File: config.mk
export PLATFORM = sky130hd
export DESIGN_NAME = gold_correlator
export DESIGN_NICKNAME = d
export VERILOG_FILES = /design/src/rtl/gold_correlator.sv
export SDC_FILE = /design/constraint.sdc
export NUM_CORES = 1
export LEC_CHECK = 0
export CORE_MARGIN = 2
export CORE_UTILIZATION = 28
export DETAILED_ROUTE_END_ITERATION = 8
export SLEW_MARGIN = 10
export SYNTH_ARGS = -nofsm -noshare
export SYNTH_HDL_FRONTEND = slang
export SYNTH_SLANG_ARGS = --single-unit
File: constraint.sdc
create_clock -name clkin -period 2.2 [get_ports clkin]
set_clock_uncertainty 0.1 [all_clocks]
set_input_delay 0.44 -clock clkin [delete_from_list [all_inputs] [get_ports clkin]]
set_output_delay 0.44 -clock clkin [all_outputs]
set_load 0.02 [all_outputs]
File: src/rtl/gold_correlator.sv
// Serial-search Gold code correlator: acquires code phase by chip slipping, tracks lock
// and despreads one data bit per N-chip window. Optional error counter: GOLD_CORR_ERRCNT_EN.
module gold_correlator #(
  parameter int                N         = 63,
  parameter int                LENGTH    = $clog2(N),
  parameter logic [LENGTH-1:0] POLY1     = 6'b000011,
  parameter logic [LENGTH-1:0] POLY2     = 6'b100111,
  parameter int                THRESH    = 56,
  parameter int                LOCK_MISS = 3
) (
  input  logic              clkin,
  input  logic              rstn,
  input  logic              chip_i,
  input  logic              chip_valid_i,
  input  logic [LENGTH-1:0] code_sel_i,
  input  logic              code_load_i,
  output logic              bit_o,
  output logic              bit_valid_o,
  output logic              lock_o,
`ifdef GOLD_CORR_ERRCNT_EN
  output logic [15:0]       err_cnt_o,
`endif
  output logic [LENGTH:0]   corr_o
);

  localparam int MISS_W = (LOCK_MISS > 2) ? $clog2(LOCK_MISS) : 1;
  localparam logic [LENGTH-1:0] L_LAST      = LENGTH'(N - 1);
  localparam logic [LENGTH-1:0] L_SEED      = LENGTH'(1);
  localparam logic [LENGTH:0]   L_HI        = (LENGTH + 1)'(THRESH);
  localparam logic [LENGTH:0]   L_LO        = (LENGTH + 1)'(N - THRESH);
  localparam logic [MISS_W-1:0] L_MISS_LAST = MISS_W'(LOCK_MISS - 1);

  typedef enum logic {
    SEARCH = 1'b0,
    TRACK  = 1'b1
  } state_t;

  state_t            r_state;
  state_t            w_state_nxt;
  logic [LENGTH-1:0] r_lfsr1;
  logic [LENGTH-1:0] r_lfsr2;
  logic [LENGTH-1:0] r_chip_cnt;
  logic [LENGTH:0]   r_agree;
  logic [MISS_W-1:0] r_miss;
  logic [MISS_W-1:0] w_miss_nxt;
  logic              r_slip;
  logic              w_slip_nxt;
  logic              r_bit;
  logic              w_bit_nxt;
  logic              r_bit_valid;
  logic              w_bit_valid_nxt;
  logic [LENGTH:0]   r_corr;
  logic [LENGTH:0]   w_corr_nxt;

  logic              w_g;
  logic              w_accept;
  logic              w_last;
  logic              w_agree_inc;
  logic [LENGTH:0]   w_final;
  logic              w_match0;
  logic              w_match1;
  logic              w_hit;
  logic              w_bit_dec;
  logic [LENGTH-1:0] w_seed2;
  logic [LENGTH-1:0] w_lfsr1_nxt;
  logic [LENGTH-1:0] w_lfsr2_nxt;

  assign w_g         = r_lfsr1[LENGTH-1] ^ r_lfsr2[LENGTH-1];
  assign w_lfsr1_nxt = {r_lfsr1[LENGTH-2:0], ^(r_lfsr1 & POLY1)};
  assign w_lfsr2_nxt = {r_lfsr2[LENGTH-2:0], ^(r_lfsr2 & POLY2)};
  assign w_seed2     = (code_sel_i == '0) ? L_SEED : code_sel_i;

  // A pending slip swallows the next valid chip; a reload swallows a coincident chip.
  assign w_accept    = chip_valid_i && !r_slip && !code_load_i;
  assign w_last      = w_accept && (r_chip_cnt == L_LAST);
  assign w_agree_inc = (chip_i == w_g);
  assign w_final     = r_agree + {{LENGTH{1'b0}}, w_agree_inc};
  assign w_match0    = (w_final >= L_HI);
  assign w_match1    = (w_final <= L_LO);
  assign w_hit       = w_match0 || w_match1;
  assign w_bit_dec   = !w_match0;

  always_ff @(posedge clkin or negedge rstn) begin
    if (!rstn) begin
      r_lfsr1    <= L_SEED;
      r_lfsr2    <= L_SEED;
      r_chip_cnt <= '0;
      r_agree    <= '0;
    end else if (code_load_i) begin
      r_lfsr1    <= L_SEED;
      r_lfsr2    <= w_seed2;
      r_chip_cnt <= '0;
      r_agree    <= '0;
    end else if (w_accept) begin
      r_lfsr1 <= w_lfsr1_nxt;
      r_lfsr2 <= w_lfsr2_nxt;
      if (w_last) begin
        r_chip_cnt <= '0;
        r_agree    <= '0;
      end else begin
        r_chip_cnt <= r_chip_cnt + LENGTH'(1);
        r_agree    <= w_final;
      end
    end
  end

  always_ff @(posedge clkin or negedge rstn) begin
    if (!rstn) begin
      r_state     <= SEARCH;
      r_miss      <= '0;
      r_slip      <= 1'b0;
      r_bit       <= 1'b0;
      r_bit_valid <= 1'b0;
      r_corr      <= '0;
    end else begin
      r_state     <= w_state_nxt;
      r_miss      <= w_miss_nxt;
      r_slip      <= w_slip_nxt;
      r_bit       <= w_bit_nxt;
      r_bit_valid <= w_bit_valid_nxt;
      r_corr      <= w_corr_nxt;
    end
  end

  always_comb begin
    w_state_nxt     = r_state;
    w_miss_nxt      = r_miss;
    w_slip_nxt      = r_slip;
    w_bit_nxt       = r_bit;
    w_bit_valid_nxt = 1'b0;
    w_corr_nxt      = r_corr;
    if (code_load_i) begin
      w_state_nxt = SEARCH;
      w_miss_nxt  = '0;
      w_slip_nxt  = 1'b0;
    end else if (chip_valid_i && r_slip) begin
      w_slip_nxt = 1'b0;
    end else if (w_last) begin
      w_corr_nxt = w_final;
      case (r_state)
        SEARCH: begin
          if (w_hit) begin
            w_state_nxt     = TRACK;
            w_bit_valid_nxt = 1'b1;
            w_bit_nxt       = w_bit_dec;
            w_miss_nxt      = '0;
          end else begin
            w_slip_nxt = 1'b1;
          end
        end
        TRACK: begin
          if (w_hit) begin
            w_bit_valid_nxt = 1'b1;
            w_bit_nxt       = w_bit_dec;
            w_miss_nxt      = '0;
          end else if (r_miss == L_MISS_LAST) begin
            w_state_nxt = SEARCH;
            w_miss_nxt  = '0;
            w_slip_nxt  = 1'b1;
          end else begin
            w_miss_nxt = r_miss + MISS_W'(1);
          end
        end
        default: w_state_nxt = SEARCH;
      endcase
    end
  end

`ifdef GOLD_CORR_ERRCNT_EN
  logic [15:0]     r_err;
  logic [LENGTH:0] w_err_add;
  logic [16:0]     w_err_sum;

  assign w_err_add = w_bit_dec ? w_final : ((LENGTH + 1)'(N) - w_final);
  assign w_err_sum = {1'b0, r_err} + 17'(w_err_add);

  always_ff @(posedge clkin or negedge rstn) begin
    if (!rstn) begin
      r_err <= '0;
    end else if (code_load_i) begin
      r_err <= '0;
    end else if (w_last && (r_state == TRACK) && w_hit) begin
      r_err <= w_err_sum[16] ? '1 : w_err_sum[15:0];
    end
  end

  assign err_cnt_o = r_err;
`endif

  assign bit_o       = r_bit;
  assign bit_valid_o = r_bit_valid;
  assign lock_o      = (r_state == TRACK);
  assign corr_o      = r_corr;

endmodule

# Word level (Yosys, flattened, before mapping)
# Index checks and enable logic that the tools add are counted.
totals:
  regBits: 38
  out_inout_bits: 10
  word_cells: 82
op_classes:
  add_sub_neg: 3
  magnitude_cmp: 2
  eq_ne: 8
  muxes: 36
  bitwise: 4
  n_reduce_logical: 19
ops:
  columns: ["op", "count"]
  rows:
  - ["$mux W6", 8]
  - ["$mux W7", 3]
  - ["$mux W1", 16]
  - ["$mux W2", 6]
  - ["$reduce_xor A6 Y1", 2]
  - ["$reduce_and A4 Y1", 2]
  - ["$add A7 B1 Y7", 1]
  - ["$ge A7 B6 Y1 const B", 1]
  - ["$le A7 B3 Y1 const B", 1]
  - ["$add A6 B1 Y6 const B", 1]
  - ["$eq A6 B6 Y1 const B", 1]
  - ["$logic_not A6 Y1", 1]
  - ["$reduce_and A3 Y1", 2]
  - ["$logic_and A1 B1 Y1", 4]
  - ["$ne A4 B2 Y1 const B", 1]
  - ["$ne A4 B3 Y1 const B", 1]
  - ["$ne A4 B4 Y1 const B", 1]
  - ["$pmux W1 S2", 2]
  - ["$pmux W2 S2", 1]
  - ["$reduce_bool A2 Y1", 2]
  - ["$logic_not A1 Y1", 3]
  - ["$ne A3 B3 Y1 const B", 1]
  - ["$not A1 Y1", 3]
  - ["$reduce_bool A3 Y1", 1]
  - ["7 further kinds", 7]

# Depth between registers and ports, before layout
logic_depth:
  ltp_word: 10
  depth_mapped: 9
  mapped_depth_nobuf: 8

# Least setup slack after synthesis
# Ideal clock, no wire load.
synth_timing:
  path_kind: "input to register"
  startpoint: "input chip_i"
  endpoint: "register r_miss[0]"
  setup_time_ns: 0.095
  arrival_time_ns: 2.188
  setup_slack_ns: -0.183
  path_stages: 9
  cell_sequence: "xor2_1 xnor2_1 ha_1 ha_1 and3_1 buf_6 a311o_1 o211a_1 o32ai_2"
synth_between:
  elab_chain_cells: 9
  word_cells_on_any_way: 12
  classes_between: "1 x add/sub; 2 x order compare; 2 x eq/ne; 5 x mux; 2 x reduce/logical"
synth_rtl:
  columns: ["item", "line_no", "rtl"]
  rows:
  - ["start: declaration", "13", "input logic chip_i,"]
  - ["$eq A1 B1 Y1 *", "76", "assign w_agree_inc = (chip_i == w_g);"]
  - ["$add A7 B1 Y7 *", "77", "assign w_final = r_agree + {{LENGTH{1'b0}}, w_agree_inc};"]
  - ["$ge A7 B6 Y1 / $le A7 B3 Y1 (equally long branches)", "78, 79", null]
  - ["$logic_or A1 B1 Y1 *", "80", "assign w_hit = w_match0 || w_match1;"]
  - ["$mux W2", "152", "if (w_hit) begin"]
  - ["$pmux W2 S2", "140", "case (r_state)"]
  - ["$mux W2", "138", "end else if (w_last) begin"]
  - ["$mux W2", "136", "end else if (chip_valid_i && r_slip) begin"]
  - ["$mux W2", "132", "if (code_load_i) begin"]
  - ["end signal: assignment", "117", "r_miss <= w_miss_nxt;"]
  - ["end: declaration", "44", "logic [MISS_W-1:0] r_miss;"]
# Mark *: on every way between the ends. The rest lies on a longest branch, timed or not. The select of a mux whose other input is x is not followed.
# A chain may end at the register's enable or synchronous reset.

# Worst setup path after layout
layout_timing:
  startpoint: "register r_lfsr2[5]"
  endpoint: "register r_miss[1]"
layout_between:
  elab_chain_cells: 10
  word_cells_on_any_way: 13
  classes_between: "1 x add/sub; 2 x order compare; 2 x eq/ne; 5 x mux; 1 x bitwise; 2 x reduce/logical"
layout_rtl:
  columns: ["item", "line_no", "rtl"]
  rows:
  - ["start: declaration", "41", "logic [LENGTH-1:0] r_lfsr2;"]
  - ["start signal: assignment", "91", "r_lfsr2 <= w_seed2;"]
  - ["start signal: assignment", "96", "r_lfsr2 <= w_lfsr2_nxt;"]
  - ["$xor A1 B1 Y1 *", "68", "assign w_g = r_lfsr1[LENGTH-1] ^ r_lfsr2[LENGTH-1];"]
  - ["$eq A1 B1 Y1 *", "76", null]
  - ["$add A7 B1 Y7 *", "77", null]
  - ["$ge A7 B6 Y1 / $le A7 B3 Y1 (equally long branches)", "78, 79", null]
  - ["$logic_or A1 B1 Y1 *", "80", null]
  - ["$mux W2", "152", null]
  - ["$pmux W2 S2", "140", null]
  - ["$mux W2", "138", null]
  - ["$mux W2", "136", null]
  - ["$mux W2", "132", null]
# Marks and branches as above.

==> metrics.md <==
| Metric | Value |
|---|---|
| TritonCTS clock tree | yes |
| Worst r2r dst | r_miss[1] |
| Site row count | 31 |
| Final ANT Viol Nets | 0 |
| Final count of hold timing violations | 0 |
| Finish-stage setup viols | 5 |
| DRT iter0 DRCs | 30 |
| Largest family of logic cells by synthesized area | simple AND/OR/NAND/NOR gates |
| Simple-gate share of the synthesized area | 0.1839 |
| IO buf count | 20 |
| Max-slew violations | 0 |
| DR vias/cell | 4.626 |
| Maximum clock rate | 437.7 MHz |
| XOR/XNOR Fraction of Synth Area | 0.06254 |
| Core box area | 7137 um^2 |
| Clock root cell | clkbuf_8 |
| Share of cells above drive strength 1 | 0.2346 |
| Total routed wirelength | approximately 4300 um |
| Die height | 89.37 um |
| Sequential element share of the synthesized area | 0.4672 |
| Crit path largest cell delay | 0.41 ns |
| Hold Path Class | primary input to async pin |
| Worst setup SP type | register |
| Sequential share of power | 0.492 |
| Setup slack, reg-to-reg | -0.08 ns |
| NetSw | 375.5 uW |
| Leak pwr | 1.118 nW |
| Crit-path max FO | 5 |
| Post-Place Cells | 330 |
| DRC | 0 |
| Int Power | around 1.2 mW |
| Failing checks | negative setup slack |
| Largest net degree at the start of global routing | 39 |
| Io pins | 21 |
| Crit Path Category | register to register |
| Pre-Repair DR Iteration Count | 4 |
| Yosys warns | 0 |
| Maximum buffer depth of the clock tree | 2 |
| Cells along the critical path | xor2_2 > xnor2_2 > ha_2 > ha_4 > and3_4 > a311o_1 > o211a_4 > o32ai_2 |
| Final WS setup | -0.08475 ns |
| Mux cell area share after synthesis | 0.03495 |
| Synth-to-layout area growth | 30.17% |
| RSZ-0062 raised after global routing | yes |
| Die ar. | 7987 um^2 |
| Synthesized Nets | 220 |
| Minimum hold slack | 0.09421 ns |
| Power per cell area | 578.7 nW/um^2 |
| Grt ovf | 0 |
| Worst vdd ir | 0.0002119 V |
| Placement Setup Slack | -0.6119 ns |
| Hold buffer count at CTS | 0 |
| Critical Path AT | 2.39 ns |
| Initial core utilization | 0.2859 |
| First-pass GRT wire length | ~7500 um |
| Synth Cell Area | 2041 um^2 |
| Non-Filler Instances | 342 |
| Final core occ | 0.3722 |
| Final Cycle Share | 1.039 |
| Clock Power Share | 0.391 |
| Number of synthesized flops with an enable pin | 0 |
| Yosys reg bits | 38 |
| Reg-to-Reg Start | r_lfsr2[5] |
| Worst Setup End Kind | register |
| Slew @ Worst Pin | 0.5437 ns |
| Horiz. Die Dim | a little under 90 um |
| CP max stage cell | dfrtp_1 |
| Syn avg cell area | 10.00 um^2 |
| Hpwl dp | 2980 um |
| Overall Power | 1.537 mW |
| H-tree depth | 2 |
| Layout Nets | 258 |
| N_diodes | 0 |
| Ys flop type | dfrtp_1 |
| Max-Cap Viols | 0 |
| Clock sinks | 38 |
| Gate power share | 0.117 |
| Register-to-Register Path Depth | 8 |
| Synth Area in Adders | 0.03066 |
| GRT Util Overall | 0.1210 |
| Ys async rst share | 1.000 |
| Status | finished with violations |
| Via count | 1582 |
| Distinct cells, synth | 44 |
| Rel. slew slack | 0.6362 |
| Routability cong. | 0.7427 |
| Synth Area in Compound Gates | 0.1717 |
| Clock Latency Late Sink | 0.30 ns |
| Tmin final | about 2.3 ns |
| Number of CTS-inserted buffers | 5 |
| Cells after Synth | around 200 |
| Sw frac | 0.2443 |
| Routed WL per cell | 12.59 um |
| Initial antenna violation count | 0 |
| Crit path required time | ~2.3 ns |
| Clock-pin slew on the worst setup and hold paths | 0.08 ns |
| Number of global-route vias before repair | 1619 |
## Yosys cell counts (2+ instances only)
library cell	instances	share of area
xnor2_1	6	0.026
inv_1	5	0.0092
a21oi_1	10	0.025
o32ai_2	2	0.016
a311o_1	2	0.0098
a22oi_1	2	0.0074
nand2b_1	5	0.015
o211a_1	2	0.0098
nor2b_1	2	0.0061
o2111ai_1	2	0.0086
o21ai_0	17	0.042
xor2_1	6	0.026
buf_2	2	0.0049
ha_1	5	0.031
a21o_1	2	0.0074
nor2_1	8	0.015
a22o_1	3	0.013
dfstp_2	2	0.026
dfrtp_1	36	0.44
nor3b_1	4	0.015
nor3_1	6	0.015
nand2_1	33	0.061
and3_1	5	0.015
clkbuf_1	3	0.0055
o22ai_1	2	0.0061
mux2i_1	6	0.029
nand3_1	4	0.0098
a311oi_1	2	0.0086
buf_6	5	0.028
## layout by cell type (no fill, tap or decap), types with 3 or more instances in the layout
cell type / n
dfrtp_1: 36
nand2_1: 33
buf_4: 21
clkdlybuf4s50_1: 18
o21ai_0: 17
a21oi_1: 7
nor2_1: 7
nor3_1: 6
mux2i_1: 6
inv_1: 5
nand2b_1: 5
xor2_1: 5
xnor2_1: 5
clkbuf_8: 5
nand3_1: 4
nor3b_1: 4
and3_1: 3
a21oi_2: 3
a22o_1: 3
## flip-flops by register name (all words and copies together), names as in the netlist
register / flops
bit_o: 1
corr_o: 7
bit_valid_o: 1
r_miss: 2
r_lfsr2: 6
r_agree: 7
lock_o: 1
r_lfsr1: 6
r_slip: 1
r_chip_cnt: 6
## layout make-up
class                           instances  area (um^2)
Fill cell                             739         4481
Multi-Input combinational cell        150         1074
Sequential cell                        38        953.4
Timing Repair Buffer                   42        372.9
Tap cell                               99        123.9
Clock buffer                            5        68.82
Clock inverter                          3        45.04
Inverter                                5        18.77
## worst max-delay path: cells and delay by family (launching register included)
kind                     cells  cell delay, ns
AND/OR/NAND/NOR              1            0.17
XOR/XNOR                     2            0.32
flip-flops                   1            0.41
AO/OA/AOI/OAI                3            0.80
adder cells (fa/ha/maj)      2            0.38
## metrics by stage
stage / cell area [um^2] / TNS [ns]
after floorplan: 2078 / -0.09502
after global placement: 2464 / -5.277
after detailed placement: 2464 / -6.034
after CTS: 2592 / -0.1006
after global routing: 2656 / -0.8647
final: 2656 / -0.3525
## worst max path at each step
stage	from	end	slack, ns	depth (start not counted)
6_report	r_lfsr2[5]	r_miss[1]	-0.08	8
5_1_grt	r_lfsr2[5]	lock_o	-0.18	9
4_1_cts	r_lfsr2[5]	r_miss[0]	-0.04	8
3_5_place_dp	chip_i	r_miss[1]	-0.61	9
3_3_place_gp	chip_i	r_miss[1]	-0.56	9
2_1_floorplan	r_lfsr2[5]	r_miss[0]	-0.05	8
## repair_timing
action / CTS / global route
gates resized for setup: 3 / 9
cloned: 0 / 0
endpoints found under the setup margin: 10 / 8
pin swaps: 5 / 9
setup buffers: 1 / 4
## power groups by stage
| stage | Sequential, mW | Combinational (mW) | Clock [mW] |
|---|---|---|---|
| 2_1_floorplan | 0.769 | 0.101 | 0 |
| 3_3_place_gp | 0.769 | 0.173 | 0 |
| 3_5_place_dp | 0.769 | 0.175 | 0 |
| 4_1_cts | 0.756 | 0.181 | 0.616 |
| 5_1_grt | 0.760 | 0.203 | 0.647 |
| 6_report | 0.756 | 0.180 | 0.601 |
## logic make-up after synthesis
kind of cell / Yosys count
fa+ha+maj: 5
xor+xnor: 13
flops: 38
compound gates: 51
mux: 7
simple gates: 74
buf+inv: 16
## per-layer routing
layer	part of all wire	track usage
met1	0.46	0.1493
met2	0.50	0.2047
met5	0	0
met4	0.013	0.05292
met3	0.023	0.02401
Power figures use the tool's default switching activity.
